### src/rtl/ctrl_pipe_pkg.sv
// rtl/ctrl_pipe_pkg.sv - shared constants and helpers for ctrl_pipe_chain
//
// Purpose: default bubble fill value and the saturating counter increment
// used by the control pipeline chain and its stages.
package ctrl_pipe_pkg;

   // Every bit of the default bubble bundle; a bubble is an all-zero control word.
   localparam logic BUBBLE_BIT_DEFAULT = 1'b0;

   // Increment that sticks at max instead of wrapping (counters up to 32 bits).
   function automatic logic [31:0] sat_inc(input logic [31:0] val, input logic [31:0] max);
      return (val >= max) ? max : val + 32'd1;
   endfunction

endpackage

### src/rtl/ctrl_pipe_stage.sv
// rtl/ctrl_pipe_stage.sv - one control-bundle register stage with valid bit
//
// Purpose: holds one decoded control bundle plus its valid flag.
// Ports:
//   clk        in   clock
//   R          in   synchronous active-low reset
//   flush      in   drop contents, load bubble (beats hold)
//   hold       in   keep contents (this stage or an older one is stalled)
//   bubble_sel in   younger neighbour is frozen: load bubble instead of d_*
//   d_ctrl     in   bundle from the younger stage (or decode for stage 0)
//   d_valid    in   valid flag accompanying d_ctrl
//   q_ctrl     out  registered bundle
//   q_valid    out  registered valid flag
module ctrl_pipe_stage
   import ctrl_pipe_pkg::*;
#(
   parameter int          W      = 16,
   parameter logic [W-1:0] BUBBLE = {W{BUBBLE_BIT_DEFAULT}}
) (
   input  logic         clk,
   input  logic         R,
   input  logic         flush,
   input  logic         hold,
   input  logic         bubble_sel,
   input  logic [W-1:0] d_ctrl,
   input  logic         d_valid,
   output logic [W-1:0] q_ctrl,
   output logic         q_valid
);

   logic [W-1:0] ctrl_q, ctrl_d;
   logic         valid_q, valid_d;

   always_comb begin
      ctrl_d  = ctrl_q;
      valid_d = valid_q;
      if (flush) begin
         ctrl_d  = BUBBLE;
         valid_d = 1'b0;
      end else if (hold) begin
         ctrl_d  = ctrl_q;
         valid_d = valid_q;
      end else if (bubble_sel) begin
         ctrl_d  = BUBBLE;
         valid_d = 1'b0;
      end else begin
         ctrl_d  = d_ctrl;
         valid_d = d_valid;
      end
   end

   always_ff @(posedge clk) begin
      if (!R) begin
         ctrl_q  <= BUBBLE;
         valid_q <= 1'b0;
      end else begin
         ctrl_q  <= ctrl_d;
         valid_q <= valid_d;
      end
   end

   assign q_ctrl  = ctrl_q;
   assign q_valid = valid_q;

endmodule

### src/rtl/ctrl_pipe_chain.sv
// rtl/ctrl_pipe_chain.sv - parametrised chain of control-bundle pipeline stages
//
// Purpose: carries decoded control bundles from decode through STAGES
// registers with per-stage stall/flush, automatic bubbles below the deepest
// stalled stage, and saturating stall/bubble debug counters.
// Ports:
//   clk        in   clock
//   R          in   synchronous active-low reset
//   in_ctrl    in   bundle from decode
//   in_valid   in   in_ctrl is a real instruction
//   in_ready   out  stage 0 accepts this cycle (combinational, ~hold[0])
//   stall      in   per-stage stall request
//   flush      in   per-stage flush request
//   clr_cnt    in   synchronous clear of both counters
//   out_ctrl   out  stage k bundle at [k*W +: W]
//   out_valid  out  per-stage valid
//   stall_cnt  out  cycles with hold[0]=1
//   bubble_cnt out  cycles with at least one stall bubble inserted
module ctrl_pipe_chain
   import ctrl_pipe_pkg::*;
#(
   parameter int           W      = 16,
   parameter int           STAGES = 4,
   parameter int           CNT_W  = 16,
   parameter logic [W-1:0] BUBBLE = {W{BUBBLE_BIT_DEFAULT}}
) (
   input  logic                clk,
   input  logic                R,
   input  logic [W-1:0]        in_ctrl,
   input  logic                in_valid,
   output logic                in_ready,
   input  logic [STAGES-1:0]   stall,
   input  logic [STAGES-1:0]   flush,
   input  logic                clr_cnt,
   output logic [STAGES*W-1:0] out_ctrl,
   output logic [STAGES-1:0]   out_valid,
   output logic [CNT_W-1:0]    stall_cnt,
   output logic [CNT_W-1:0]    bubble_cnt
);

   localparam logic [31:0] CNT_MAX = 32'({CNT_W{1'b1}});

   logic [STAGES-1:0] hold;
   logic [STAGES-1:0] bubble_sel;
   logic              bubble_any;
   logic [W-1:0]      ctrl_q [STAGES];
   logic              valid_q [STAGES];

   logic [CNT_W-1:0]  stall_cnt_q, stall_cnt_d;
   logic [CNT_W-1:0]  bubble_cnt_q, bubble_cnt_d;

   for (genvar k = 0; k < STAGES; k++) begin : g_stage
      // A stage holds if it or any older stage stalls.
      assign hold[k] = |stall[STAGES-1:k];

      if (k == 0) begin : g_head
         assign bubble_sel[k] = 1'b0;
         ctrl_pipe_stage #(.W(W), .BUBBLE(BUBBLE)) u_stage (
            .clk        (clk),
            .R          (R),
            .flush      (flush[k]),
            .hold       (hold[k]),
            .bubble_sel (bubble_sel[k]),
            .d_ctrl     (in_ctrl),
            .d_valid    (in_valid),
            .q_ctrl     (ctrl_q[k]),
            .q_valid    (valid_q[k])
         );
      end else begin : g_body
         // Only the stage just below the deepest stall is moving while its
         // feeder is frozen, so that is where the bubble goes.
         assign bubble_sel[k] = hold[k-1] & ~hold[k];
         ctrl_pipe_stage #(.W(W), .BUBBLE(BUBBLE)) u_stage (
            .clk        (clk),
            .R          (R),
            .flush      (flush[k]),
            .hold       (hold[k]),
            .bubble_sel (bubble_sel[k]),
            .d_ctrl     (ctrl_q[k-1]),
            .d_valid    (valid_q[k-1]),
            .q_ctrl     (ctrl_q[k]),
            .q_valid    (valid_q[k])
         );
      end

      assign out_ctrl[k*W +: W] = ctrl_q[k];
      assign out_valid[k]       = valid_q[k];
   end

   // A flushed stage takes the flush, not the bubble, so it does not count.
   assign bubble_any = |(bubble_sel & ~flush);
   assign in_ready   = ~hold[0];

   always_comb begin
      stall_cnt_d  = stall_cnt_q;
      bubble_cnt_d = bubble_cnt_q;
      if (clr_cnt) begin
         stall_cnt_d  = '0;
         bubble_cnt_d = '0;
      end else begin
         if (hold[0]) begin
            stall_cnt_d = CNT_W'(sat_inc(32'(stall_cnt_q), CNT_MAX));
         end
         if (bubble_any) begin
            bubble_cnt_d = CNT_W'(sat_inc(32'(bubble_cnt_q), CNT_MAX));
         end
      end
   end

   always_ff @(posedge clk) begin
      if (!R) begin
         stall_cnt_q  <= '0;
         bubble_cnt_q <= '0;
      end else begin
         stall_cnt_q  <= stall_cnt_d;
         bubble_cnt_q <= bubble_cnt_d;
      end
   end

   assign stall_cnt  = stall_cnt_q;
   assign bubble_cnt = bubble_cnt_q;

endmodule

### config.mk
export PLATFORM = sky130hd
export DESIGN_NAME = ctrl_pipe_chain
export DESIGN_NICKNAME = d
export VERILOG_FILES = /design/src/rtl/ctrl_pipe_pkg.sv /design/src/rtl/ctrl_pipe_stage.sv /design/src/rtl/ctrl_pipe_chain.sv
export SDC_FILE = /design/constraint.sdc
export NUM_CORES = 1
export LEC_CHECK = 0
export ABC_AREA = 1
export ABC_CLOCK_PERIOD_IN_PS = 4690
export BUFFER_PORTS_ARGS = -buffer_cell sky130_fd_sc_hd__buf_2
export CORE_MARGIN = 1
export CORE_UTILIZATION = 45
export DETAILED_ROUTE_END_ITERATION = 12
export PLACE_DENSITY = 0.75
export SLEW_MARGIN = 20
export SYNTH_ARGS = -nofsm -noshare
export SYNTH_HDL_FRONTEND = slang
export SYNTH_HIERARCHICAL = 1
export SYNTH_SLANG_ARGS = --single-unit
### constraint.sdc
create_clock -name clk -period 4.69 [get_ports clk]
set_clock_uncertainty 0.1 [all_clocks]
set_input_delay 0 -clock clk [delete_from_list [all_inputs] [get_ports clk]]
set_output_delay 0 -clock clk [all_outputs]
set_load 0.005 [all_outputs]
==> results of run 1 <==
[registers in the layout, indices dropped and copies added, names as in the netlist]
name / cells
g_stage.g_body.u_stage/q_ctrl: 48
bubble_cnt: 16
g_stage.g_head.u_stage/q_ctrl: 16
stall_cnt: 16
g_stage.g_body.u_stage/q_valid: 3
g_stage.g_head.u_stage/q_valid: 1
[metal layers]
layer  vias up  track usage, %  share of wire, %
met5         -               0                 0
met2       114            35.0                48
li1       2147               -                 -
met1      1912            29.7                45
met3        20            3.59               4.1
met4         0            10.5               2.5
[worst reg2reg max path: stages, from the launching register on]
cell and delay, ns:
dfxtp_1 0.45, ha_1 0.23, nand2_1 0.11, inv_1 0.14, nand4_4 0.12, o21ai_4 0.19, inv_2 0.17, a21oi_1 0.18
[area by class of cell]
cell class | count | area (sq um)
tap | 129 | 161
multi-input combinational | 416 | 2070
timing repair buffer | 149 | 846
clock inverter | 7 | 71.3
clock buffer | 9 | 124
inverter | 47 | 176
sequential | 100 | 2000
fill | 927 | 3920
[where the power goes]
group	total (mW)	internal (mW)	switching [mW]	leakage (nW)
clock network	0.526	0.207	0.320	0.0922
registers	0.863	0.855	0.00795	0.806
logic	0.0990	0.0374	0.0615	1.45
[worst max path at each step]
stage                       start        endpoint  slack [ns]  depth (start not counted)
finish                   stall[3]   bubble_cnt[9]        2.41                         10
global route             stall[3]   bubble_cnt[9]        2.17                         10
CTS                      stall[3]   bubble_cnt[9]        2.43                         10
detailed placement       stall[3]  bubble_cnt[15]        2.60                          9
global placement         stall[3]  bubble_cnt[15]        2.67                          9
floorplan           bubble_cnt[0]  bubble_cnt[11]        3.15                          8
[cells in the final DEF (no fill, tap or decap)]
cell type / count
clkinv_4: 2
nor2_8: 4
nor2_2: 2
ha_1: 2
a21oi_2: 10
nor3_1: 7
buf_2: 128
nor3_2: 1
inv_2: 1
nand3_2: 1
dlygate4sd3_1: 19
nand2_1: 198
clkinvlp_4: 2
nand2_2: 6
nand3b_1: 4
o21ai_0: 19
a31oi_1: 2
conb_1: 1
clkbuf_8: 9
inv_1: 46
xnor2_1: 4
nand3_1: 22
clkinv_8: 1
o21ai_4: 1
nor2_4: 4
nand4_4: 2
or2_2: 1
nand4_1: 7
inv_8: 2
a21oi_1: 78
buf_4: 2
nor2_1: 30
dfxtp_1: 100
xor2_1: 10
[logic make-up after synthesis]
family / share of synthesized area (%)
flip-flops: 45.2
buffers and inverters: 7.92
AND/OR/NAND/NOR: 29.8
adder cells (fa/ha/maj): 0.566
XOR/XNOR: 2.77
AO/OA/AOI/OAI: 13.6
other: 0.0848
==> flow_metrics.py, run 1 <==
metrics = {
    "power": {
        "power.leakage_nw": 2.35,
        "ir_worst_vdd_mv": 0.123,
        "p_per_area_nw_per_um2": 273,
        "power_mw": 1.49,
    },
    "finish": {
        "num_antenna_cells": 0,
        "fin_cells": 857,
        "drive_gt1_share_pct": 24.6,
        "post-route-util_pct": 58.2,
        "syn_to_final_growth_pct": 23.2,
        "final_area_sq_um": 5450,
        "finalNetCount": 753,
    },
    "drt": {
        "drt_iter0_drc": 114,
        "dr.pass1.iters": 4,
        "vias_per_cell": 4.89,
        "drc": 0,
        "routed_wl_mm": 11.1,
        "wl_per_cell_um": 13.0,
        "via_count": 4193,
        "postRouteAntennaNets": 0,
    },
    "critical_path": {
        "worstRegToRegCells": 7,
        "path_cells": "dlygate4sd3_1 > buf_2 > inv_1 > nand2_2 > nor2_2 > nand2_1 > nand3_2 > o21ai_4 > inv_2 > a21oi_1",
        "crit_buf_inv": 4,
        "slowest_delay_ns": 0.53,
        "path_class": "primary input to flip-flop",
        "cp_data_arrival_time_ns": 2.42,
        "startpoint_type": "primary input",
        "r2r-end": "bubble_cnt[9]",
        "crit_required_ns": 4.83,
        "reg2reg_from": "bubble_cnt[0]",
        "critPathCaptureType": "flip-flop",
        "crit_path_top_delay_cell": "dlygate4sd3_1",
        "crit_fanout": 21,
        "regToRegSetupSlack_ns": 2.94,
        "crit_family": "buffers and inverters",
    },
    "yosys": {
        "syn-num-nets": 614,
        "async_flop_share_pct": 0,
        "synth_seq_cells": 100,
        "yosysSeqAreaShare_pct": 45.2,
        "synth_top_area_share_pct": 45.2,
        "syn_inst": 584,
        "synth_top_area_cell": "dfxtp_1",
        "ys.flop_type": "dfxtp_1",
        "synthDistinctLibCells": 30,
        "netlist_area_sq_um": 4420,
        "synth_commonest_cells": "198 x nand2_1, 100 x dfxtp_1, 78 x a21oi_1, 46 x inv_1, 30 x nor2_1",
        "avgSynthCellArea_sq_um": 7.58,
        "ys.warnings.count": 6,
        "yosysMostFrequentCell": "nand2_1",
        "synth_edf_count": 0,
        "synth_area_leaders": "dfxtp_1 45%, nand2_1 17%, a21oi_1 8.8%, inv_1 3.9%, nor2_1 2.5%",
    },
    "hold_path": {
        "hold_end": "stall_cnt[1]",
        "hold_start": "stall[0]",
        "worstHoldPathType": "primary input to flip-flop",
        "hold_depth": 6,
    },
    "clock_network": {
        "clock-root-buffer": "clkbuf_8",
        "cts_resized": 0,
        "h-tree-depth": 3,
        "cts_buffer_depth": 2,
        "cts_tree": "yes",
        "insertion_delay_ns": 0.36,
        "cts_made_buffers": 9,
        "holdBufCountCts": 19,
        "clock-sinks": 100,
        "post_cts_buffers": 0,
        "clkTransAtPathRegs_ns": 0.11,
    },
    "die": {
        "io_pins": 129,
        "dieArea_sq_um": 10200,
        "die_w_um": 101,
        "start_util_pct": 47.2,
        "core_sq_um": 9370,
        "die_y_um": 101,
        "row_count": 35,
    },
    "sta": {
        "slew_headroom_pct": 33.8,
        "fmax_mhz": 438,
        "setup_viol": 0,
        "slew_violations": 0,
        "post-route-period-util_pct": 48.7,
        "tightest_slew_ns": 0.989,
        "hold_ws_ns": 0.0520,
        "finalWorstSetupSlack_ns": 2.41,
        "hold_violations": 0,
        "tns_ns": 0,
        "fin_crit_ns": 2.28,
        "rsz0062_at_grt": "false",
    },
    "global_route": {
        "grtUsageTotal_pct": 22.2,
        "grt.overflow.total": 0,
        "grt_pass1_vias": 3824,
        "grt_start_max_net_pins": 22,
        "antenna_found_initial": 0,
        "grt_pass1_wl_mm": 18.0,
    },
    "place": {
        "io_buffers": 128,
        "dp_slack_ns": 2.60,
        "dp_hpwl_mm": 8.11,
        "placed_area_sq_um": 5070,
        "gp_congestion": 0.864,
        "placed_cells": 822,
    },
    "outcome": {
        "status": "finished clean",
    },
    "run": {
        "drv_cap": 0,
    },
}
Note: power is estimated with default switching activity, not from simulation.
==> run 2, diff against run 1 <==
ABC_AREA = 0   (was 1)
ABC_CLOCK_PERIOD_IN_PS = 2000   (was 4690)
PLACE_DENSITY = 0.78   (was 0.75)
clock period = 2 ns   (was 4.69 ns; I/O delays follow)
==> flow_metrics.py, run 2 <==
metrics = {
    "yosys": {
        "synth_area_leaders": "dfxtp_1 46%, a21oi_1 9.9%, or3b_1 9.7%, nand2_1 6.8%, or3b_2 4.0%",
        "avgSynthCellArea_sq_um": 8.79,
        "ys.warnings.count": 6,
        "syn_inst": 494,
        "yosysSeqAreaShare_pct": 46.1,
        "synth_top_area_share_pct": 46.1,
        "synth_top_area_cell": "dfxtp_1",
        "synth_seq_cells": 100,
        "async_flop_share_pct": 0,
        "yosysMostFrequentCell": "dfxtp_1",
        "ys.flop_type": "dfxtp_1",
        "synthDistinctLibCells": 41,
        "synth_commonest_cells": "100 x dfxtp_1, 86 x a21oi_1, 79 x nand2_1, 48 x or3b_1, 20 x or3b_2",
        "synth_edf_count": 0,
        "netlist_area_sq_um": 4340,
    },
    "power": {
        "power_mw": 3.59,
        "power.leakage_nw": 2.16,
        "p_per_area_nw_per_um2": 656,
        "ir_worst_vdd_mv": 0.374,
    },
    "finish": {
        "multi_input_area_sq_um": 2140,
        "post-route-util_pct": 58.9,
        "num_antenna_cells": 0,
        "final_area_sq_um": 5470,
        "fill_cells": 873,
        "mostFrequentLayoutCells": "128 x buf_2, 98 x dfxtp_1, 86 x a21oi_1",
        "largest_reg_flops": 48,
        "finalNetCount": 669,
        "layout_commonest_cell": "buf_2",
        "drive_gt1_share_pct": 28.6,
        "register_area_sq_um": 2000,
        "syn_to_final_growth_pct": 26.0,
    },
    "global_route": {
        "grt_start_max_net_pins": 41,
        "grtUsageTotal_pct": 20.3,
        "grt_pass1_wl_mm": 16.4,
        "antenna_found_initial": 0,
        "grt_pass1_vias": 3428,
        "grt.overflow.total": 0,
    },
    "clock_network": {
        "insertion_delay_ns": 0.35,
        "cts_tree": "yes",
        "clkTransAtPathRegs_ns": 0.09,
        "cts_buffer_depth": 2,
        "clock-root-buffer": "clkbuf_8",
        "clock-sinks": 100,
        "cts_made_buffers": 9,
        "h-tree-depth": 3,
    },
    "drt": {
        "wl_per_cell_um": 13.2,
        "dr.pass1.iters": 5,
        "drt_iter0_drc": 142,
        "drc": 0,
        "postRouteAntennaNets": 0,
        "routed_wl_mm": 10.2,
        "via_count": 3932,
        "vias_per_cell": 5.09,
    },
    "die": {
        "die_w_um": 100,
        "dieArea_sq_um": 10100,
        "die_y_um": 100,
        "core_sq_um": 9280,
        "row_count": 35,
        "io_pins": 129,
        "start_util_pct": 46.8,
    },
    "critical_path": {
        "path_cells": "and4_1 > nand3_1 > nor3_2 > buf_4 > o21ai_0 > a211oi_1",
        "crit_fanout": 8,
        "path_class": "flip-flop to flip-flop",
        "startpoint_type": "flip-flop",
        "cp_data_arrival_time_ns": 2.00,
        "crit_required_ns": 2.16,
        "slowest_delay_ns": 0.41,
        "critPathCaptureType": "flip-flop",
        "crit_path_top_delay_cell": "dfxtp_1",
    },
    "place": {
        "dp_slack_ns": 0.176,
        "io_buffers": 128,
        "dp_hpwl_mm": 7.46,
        "placed_area_sq_um": 5070,
        "gp_congestion": 0.867,
    },
    "outcome": {
        "status": "finished clean",
    },
    "sta": {
        "tightest_slew_ns": 0.889,
        "fmax_mhz": 544,
        "rsz0062_at_grt": "false",
        "tns_ns": 0,
        "post-route-period-util_pct": 91.8,
        "slew_headroom_pct": 40.8,
        "fin_crit_ns": 1.84,
        "finalWorstSetupSlack_ns": 0.163,
        "setup_viol": 0,
        "hold_violations": 0,
        "slew_violations": 0,
    },
    "hold_path": {
        "worstHoldPathType": "primary input to flip-flop",
    },
    "run": {
        "drv_cap": 0,
    },
}
run 2: cell types whose count changed in the layout (fill, tap and decap cells not counted), sizes merged, moves of 9 or more:
| cell | before | now |
|---|---|---|
| buf | 130 | 140 |
| inv | 49 | 7 |
| nand2 | 204 | 79 |
| nand3 | 23 | 14 |
| nor2 | 40 | 16 |
| o21ai | 20 | 9 |
| or3b | 0 | 68 |
run 2: layer usage:
| layer | routed length (um) | vias to the layer above | global-route usage, % |
|---|---|---|---|
| met5 | 0 | - | 0 |
| met4 | 237 | 0 | 9.81 |
| met3 | 485 | 22 | 2.79 |
| met2 | 4740 | 130 | 31.9 |
| met1 | 4770 | 1753 | 27.5 |
| li1 | - | 2027 | - |
run 2: kinds of logic after synthesis:
kind of cell,Yosys count,synth area share [%]
other,1,0.0863
DFF,100,46.1
and+or+nand+nor,229,31.7
buffers and inverters,38,5.30
AOI/OAI and AO/OA,113,14.0
xor gates and xnor gates,11,2.22
adders and majority gates,2,0.576
run 2: layout make-up:
type                       instances  share of cell area, %
sequential                       100                   36.6
clock buffer                      12                   2.65
multi-input combinational        363                   39.1
tap                              129                   2.95
clock inverter                     4                   1.33
inverter                           7                  0.480
timing repair buffer             158                   16.9
run 2: where the power goes:
| group | internal [mW] | switching, mW |
|---|---|---|
| registers | 1.99 | 0.00466 |
| logic | 0.0788 | 0.110 |
| clock network | 0.739 | 0.662 |
run 2: worst paths after layout:
| path | start | to | slack (ns) | cells after the start |
|---|---|---|---|---|
| setup / recovery | bubble_cnt[3] | bubble_cnt[3] | 0.16 | 6 |
| hold / removal | flush[1] | bubble_cnt[1] | 0.07 | 5 |
| setup reg to reg | bubble_cnt[3] | bubble_cnt[3] | 0.16 | 6 |
| hold reg to reg | g_stage[3].g_body.u_stage/q_ctrl[11] | g_stage[3].g_body.u_stage/q_ctrl[11] | 0.35 | 2 |
run 2: through the flow:
step	instances	hold slack, ns
3_5_place_dp	739	0.250
6_report	773	0.0741
4_1_cts	773	0.0617
2_1_floorplan	501	0.0884
5_1_grt	773	0.0873
3_3_place_gp	739	0.244
run 2: critical path: cells and delay by family, from the launching register on:
kind                   cells  cell delay, ns
AND/OR/NAND/NOR            3            0.67
flip-flops                 1            0.41
buffers and inverters      1            0.19
AO/OA/AOI/OAI              2            0.36
run 2: what timing repair did:
action,in CTS,in global routing
setup endpoints to repair,0,1
buffers inserted,0,0
hold buffers,18,0
gates resized for setup,0,3
endpoints found under the hold margin,26,0
